--- src/rtl/id_ex_stage.sv ---
// ID/EX pipeline register with load-use hazard detection, branch flush and external hold.
// A load-use hazard inserts one bubble and stalls IF/ID. A saturating counter tallies those bubbles.
module id_ex_stage #(
    parameter int DATA_W = 10,
    parameter int REG_W  = 3,
    parameter int CNT_W  = 8
) (
    input  logic              clk,
    input  logic              rst,
    input  logic              id_valid,
    input  logic [REG_W-1:0]  id_rd_sel1,
    input  logic [REG_W-1:0]  id_rd_sel2,
    input  logic [REG_W-1:0]  id_write_sel,
    input  logic              id_uses_rs1,
    input  logic              id_uses_rs2,
    input  logic [DATA_W-1:0] id_rd_data1,
    input  logic [DATA_W-1:0] id_rd_data2,
    input  logic [DATA_W-1:0] id_imm,
    input  logic              id_imm_sel,
    input  logic              id_reg_write_en,
    input  logic              id_MemtoReg,
    input  logic              id_mem_write_en,
    input  logic [3:0]        id_alu_op,
    input  logic              flush,
    input  logic              ext_stall,
    output logic              ex_valid,
    output logic [REG_W-1:0]  rd_sel1_in,
    output logic [REG_W-1:0]  rd_sel2_in,
    output logic [REG_W-1:0]  write_sel_EX,
    output logic [DATA_W-1:0] ex_rd_data1,
    output logic [DATA_W-1:0] ex_rd_data2,
    output logic [DATA_W-1:0] ex_imm,
    output logic              imm_sel,
    output logic              reg_write_en_EX,
    output logic              MemtoReg_EX,
    output logic              mem_write_en_EX,
    output logic [3:0]        alu_op_EX,
    output logic              stall_IF_ID,
    output logic [CNT_W-1:0]  bubble_cnt
);

    typedef struct packed {
        logic              valid;
        logic [REG_W-1:0]  rs1;
        logic [REG_W-1:0]  rs2;
        logic [REG_W-1:0]  rd;
        logic [DATA_W-1:0] d1;
        logic [DATA_W-1:0] d2;
        logic [DATA_W-1:0] imm;
        logic              imm_sel;
        logic              rwe;
        logic              m2r;
        logic              mwe;
        logic [3:0]        alu_op;
    } ex_t;

    ex_t              ex_q, ex_d;
    logic [CNT_W-1:0] cnt_q, cnt_d;
    logic             hazard;

    always_comb begin
        // The immediate replaces rs2, so an rs2 match is ignored when imm_sel is set.
        hazard = ex_q.valid & ex_q.rwe & ex_q.m2r & id_valid &
                 ((id_uses_rs1 & (id_rd_sel1 == ex_q.rd)) |
                  (id_uses_rs2 & ~id_imm_sel & (id_rd_sel2 == ex_q.rd)));
        stall_IF_ID = ext_stall | (hazard & ~flush);

        ex_d  = ex_q;
        cnt_d = cnt_q;
        if (flush) begin
            ex_d = '0;
        end else if (ext_stall) begin
            ex_d = ex_q;
        end else if (hazard) begin
            ex_d  = '0;
            cnt_d = (cnt_q == '1) ? cnt_q : cnt_q + CNT_W'(1);
        end else if (!id_valid) begin
            ex_d = '0;
        end else begin
            ex_d.valid   = 1'b1;
            ex_d.rs1     = id_rd_sel1;
            ex_d.rs2     = id_rd_sel2;
            ex_d.rd      = id_write_sel;
            ex_d.d1      = id_rd_data1;
            ex_d.d2      = id_rd_data2;
            ex_d.imm     = id_imm;
            ex_d.imm_sel = id_imm_sel;
            ex_d.rwe     = id_reg_write_en;
            ex_d.m2r     = id_MemtoReg;
            ex_d.mwe     = id_mem_write_en;
            ex_d.alu_op  = id_alu_op;
        end
    end

    always_ff @(posedge clk) begin
        if (rst) begin
            ex_q  <= '0;
            cnt_q <= '0;
        end else begin
            ex_q  <= ex_d;
            cnt_q <= cnt_d;
        end
    end

    assign ex_valid        = ex_q.valid;
    assign rd_sel1_in      = ex_q.rs1;
    assign rd_sel2_in      = ex_q.rs2;
    assign write_sel_EX    = ex_q.rd;
    assign ex_rd_data1     = ex_q.d1;
    assign ex_rd_data2     = ex_q.d2;
    assign ex_imm          = ex_q.imm;
    assign imm_sel         = ex_q.imm_sel;
    assign reg_write_en_EX = ex_q.rwe;
    assign MemtoReg_EX     = ex_q.m2r;
    assign mem_write_en_EX = ex_q.mwe;
    assign alu_op_EX       = ex_q.alu_op;
    assign bubble_cnt      = cnt_q;

endmodule

--- config.mk ---
export PLATFORM = sky130hd
export DESIGN_NAME = id_ex_stage
export DESIGN_NICKNAME = d
export VERILOG_FILES = /design/src/rtl/id_ex_stage.sv
export SDC_FILE = /design/constraint.sdc
export NUM_CORES = 1
export LEC_CHECK = 0
export ABC_AREA = 1
export BUFFER_PORTS_ARGS = -buffer_cell sky130_fd_sc_hd__buf_2
export CORE_MARGIN = 4
export CORE_UTILIZATION = 51
export CTS_BUF_LIST = sky130_fd_sc_hd__clkbuf_16
export DETAILED_ROUTE_END_ITERATION = 6
export PLACE_DENSITY = 0.87
export SYNTH_ARGS = -nofsm -noshare
export SYNTH_HDL_FRONTEND = slang
export SYNTH_SLANG_ARGS = --single-unit
export TNS_END_PERCENT = 30
--- constraint.sdc ---
create_clock -name clk -period 3.3 [get_ports clk]
set_input_delay 0.165 -clock clk [delete_from_list [all_inputs] [get_ports clk]]
set_output_delay 0.165 -clock clk [all_outputs]
set_load 0.02 [all_outputs]
# After elaboration in Yosys (flattened, before gate mapping)
# Cells that the tools add are included.
[op_classes]
n_addsub = 1
n_eq_ne = 3
muxes = 2
n_bitwise = 14
reduce_logical = 2
[ops]
columns = ["cell", "n"]
rows = [
  ["48-bit two-way mux", 2],
  ["8-bit by 1-bit adder with 8-bit output (second input constant)", 1],
  ["1-bit bitwise AND", 8],
  ["8-bit equality test (second input constant)", 1],
  ["3-bit equality test", 2],
  ["1-bit NOT", 4],
  ["4-bit AND reduction", 1],
  ["1-bit bitwise OR", 2],
  ["2-bit OR reduction", 1],
]
[totals]
reg_bits = 56
inputBits = 54
out_inout_bits = 57
word_cells = 35

# Logic depth before layout (Yosys ltp)
[logic_depth]
depth_word = 7
mapped_depth = 11
ltp_nobuf = 11

# Worst setup path before layout
# OpenSTA, ideal clock, no wires.
[synth_timing]
path_kind = "register -> register"
from = "reg ex_q, in the netlist write_sel_EX[0]"
to = "reg ex_q, in the netlist ex_rd_data1[0]"
arrival_ns = 1.347
t_required_ns = 3.158
setup_slack_ns = 1.811
stages_incl_launch_ff = 12
path_buffers = 2
period_less_slack_ns = 1.489
cell_sequence = "dfxtp_1 inv_1 nand2_1 nand2_1 nor2_1 nand2_2 nand2_4 nand2_4 buf_6 buf_8 nand3_2 a21oi_2"
[synth_via]
elab_chain_cells = 5
word_cells_on_any_way = 7
[synth_rtl]
columns = ["item", "line_no", "source"]
rows = [
  ["start: declaration", "57", "ex_t ex_q, ex_d;"],
  ["start signal: assignment", "97", "ex_q <= '0;"],
  ["start signal: assignment", "100", "ex_q <= ex_d;"],
  ["3-bit equality test, on equally long branches", "64, 65", ""],
  ["1-bit bitwise AND, on equally long branches", "64, 65", ""],
  ["1-bit bitwise OR (*)", "64", "((id_uses_rs1 & (id_rd_sel1 == ex_q.rd)) |"],
  ["1-bit bitwise AND (*)", "63", "hazard = ex_q.valid & ex_q.rwe & ex_q.m2r & id_valid &"],
  ["48-bit two-way mux (*)", "74", "end else if (hazard) begin"],
]
# Mark *: on every way between the ends. The rest lies on a longest branch, timed or not.
# A chain may end at the register's enable or synchronous reset.

==> impl_results.md <==
* Hold bufs inserted after CTS at 0
* Worst Setup End Kind: flop
* Total power at 1.45 mW
* CTS Buffer Depth at 2
* Post-CTS Setup Inserts at 0
* Sw Ratio at 0.240
* Pwr dens at 440 nW/um^2
* Non-filler cells, final at 502
* NetSw at 0.347 mW
* Synthesized area at 2580 sq um
* Port bufs at 110
* H-tree depth at 2
* DR DRC count at 0
* Detailed Route WL at 6.69 mm
* Final period utilization at 0.546
* Critical Path Slowest Stage Cell: nor2_4
* Crit path cell chain: buf_2 -> nor2_4 -> buf_4 -> nand3_2 -> a21oi_2
* Critical Path RT at 3.51 ns
* Number of routed nets with antenna violations at 0
* Worst-Skew Late Latency at 0.30 ns
* Final Hold Fails at 0
* Worst Tran Pin Value at 1.13 ns
* Yosys warns at 0
* Most common cell after layout, fill and taps aside: buf_2
* Fin crit period at 1.80 ns
* Sequential power share at 0.480
* Combinational Power Share at 0.102
* Post-synthesis sequential element count at 56
* Vias in the first global route at 2372
* RePlAce Congestion at 0.855
* Asr flop ratio synth at 0
* P&R area growth vs syn at 27.3%
* Hold_ws at 0.118 ns
* Top FF cell, synth: dfxtp_1
* Slew Limit Fails at 0
* I/O pins at 111
* Post-synth EDFFs at 0
* Placed Cells at 494
* Routed vias at 2516
* Most frequent cells in the layout: buf_2, nand2_1, dfxtp_1, nand3_1, inv_1
* Global route overflow at 0
* Total track usage at 0.216
* CORE AREA at 4820 sq um
* Setup_tns at 0 ns
* Crit path largest cell delay at 0.72 ns
* TritonCTS clock tree: built
* Resize count post-CTS at 0
* Row cnt at 25
* DR WL/cell at 13.3 um
* Clock power share at 0.418
* # diodes at 0
* Critical path class: input port to flop
* FF/Latch Area at 1120 sq um
* Worst EP arrival at 2.01 ns
* Count of different cell masters after synthesis at 22
* CTS clk-pin slew, worst paths at 0.08 ns
* Register area share after synthesis at 0.434
* Die W at 79.1 um
* Clock buffer count from CTS at 5
* VDD IR-drop max at 0.000298 V
* Synthesized instance count at 336
* Type of origin of the critical path: input port
* Leak at 1.52 nW
* Buf/Inv on CP at 2
* Avg Cell Area, Syn at 7.68 sq um
* Pre-antenna DRT Iters at 4
* Sink Count at 56
* Crit path max fanout at 50
* Outcome: complete, no violations
* Die Ht at 79.1 um
* R2R setup slack at 1.59 ns
* Slew HR at 0.247
* Initial antenna violation count at 0
* Share of cells above drive strength 1 at 0.391
* Root Buffer: clkbuf_16
* Hold Crit Class: input port to flop
* Vias per std cell at 5.01
* Dominant delay contributor by cell family on the critical path: simple AND/OR/NAND/NOR gates
* DP HPWL at 4.57 mm
* RSZ-0062 raised after global routing: no
* Starting DRT DRC Count at 114
* Final Util at 0.682
* Die area at 6260 sq um
* Total Nets Final at 489
* Largest net degree at the start of global routing at 51
* Internal Power at 1.10 mW
* Multi-input combinational cell area at 1250 sq um
* Setup violation total in the final timing report at 0
* Peak Freq at 555 MHz
* Filler cell count at 442
* Maxcap violations at 0
* Mapped Nets at 391
* Clock Skew at 0.00878 ns
* Global-route wire length before repair at 11.0 mm
* Initial Utilization at 0.536
## Yosys cell counts, types with 3 or more instances
library cell  count  area share
a21oi_1          28       0.054
a21oi_2          20       0.068
buf_2             8       0.016
clkbuf_1          8       0.012
dfxtp_1          56        0.43
inv_1            29       0.042
nand2_1          88        0.13
nand3_1          31       0.060
nand3_2          21       0.081
nor2_1           28       0.041
nor2_2            3      0.0073
## final timing paths
path                                                    end                         start  cells past startpoint
worst max-delay path            ex_rd_data1[6]$_SDFFE_PP0N_                     ext_stall                      5
worst min-delay path            ex_rd_data1[2]$_SDFFE_PP0N_                id_rd_data1[2]                      3
worst min register to register   rd_sel1_in[2]$_SDFFE_PP0N_    rd_sel1_in[2]$_SDFFE_PP0N_                      2
worst max register to register       ex_imm[8]$_SDFFE_PP0N_  write_sel_EX[0]$_SDFFE_PP0N_                      9
## logic make-up after synthesis
kind of cell / synth area share
buffers and inverters: 0.0868
adders and majority gates: 0.00485
DFF: 0.434
AOI/OAI and AO/OA: 0.130
and+or+nand+nor: 0.341
xor gates and xnor gates: 0.00339
## registers in the layout (all words and copies together), names as in the netlist, 3 cells and up
| name | cells |
|---|---|
| bubble_cnt | 8 |
| alu_op_EX | 4 |
| ex_rd_data2 | 10 |
| rd_sel1_in | 3 |
| ex_imm | 10 |
| rd_sel2_in | 3 |
| ex_rd_data1 | 10 |
| write_sel_EX | 3 |
## metal layers
metal  part of all wire  track usage  vias to the layer above
li1                   -            -                     1275
met3              0.078       0.0533                        9
met2               0.50        0.390                      104
met1               0.41        0.257                     1128
met5                  0            0                        -
met4              0.012       0.0498                        0
## through the flow
step           setup slack [ns]  area (sq um)
2_1_floorplan              1.81          2580
3_3_place_gp               1.28          3120
3_5_place_dp               1.20          3120
4_1_cts                    1.51          3290
5_1_grt                    1.36          3290
6_report                   1.50          3290
## worst register-to-register path, delay by kind of cell (launching register included)
kind | cells | cell delay [ns]
and+or+nand+nor | 7 | 0.96
buffers and inverters | 1 | 0.09
DFF | 1 | 0.40
AOI/OAI and AO/OA | 1 | 0.09
## power by group through the flow
stage	Clock [mW]	Sequential (mW)	Combinational, mW
3_5_place_dp	0	0.710	0.147
4_1_cts	0.609	0.694	0.148
3_3_place_gp	0	0.709	0.143
5_1_grt	0.638	0.696	0.161
2_1_floorplan	0	0.724	0.0714
6_report	0.604	0.694	0.147
## final cells by class
class / instances / area share
Sequential cell: 56 / 0.341
Timing Repair Buffer: 111 / 0.170
Multi-Input combinational cell: 231 / 0.379
Inverter: 29 / 0.0331
Tap cell: 67 / 0.0255
Clock inverter: 3 / 0.0129
Clock buffer: 5 / 0.0381
Power figures use the tool's default switching activity.
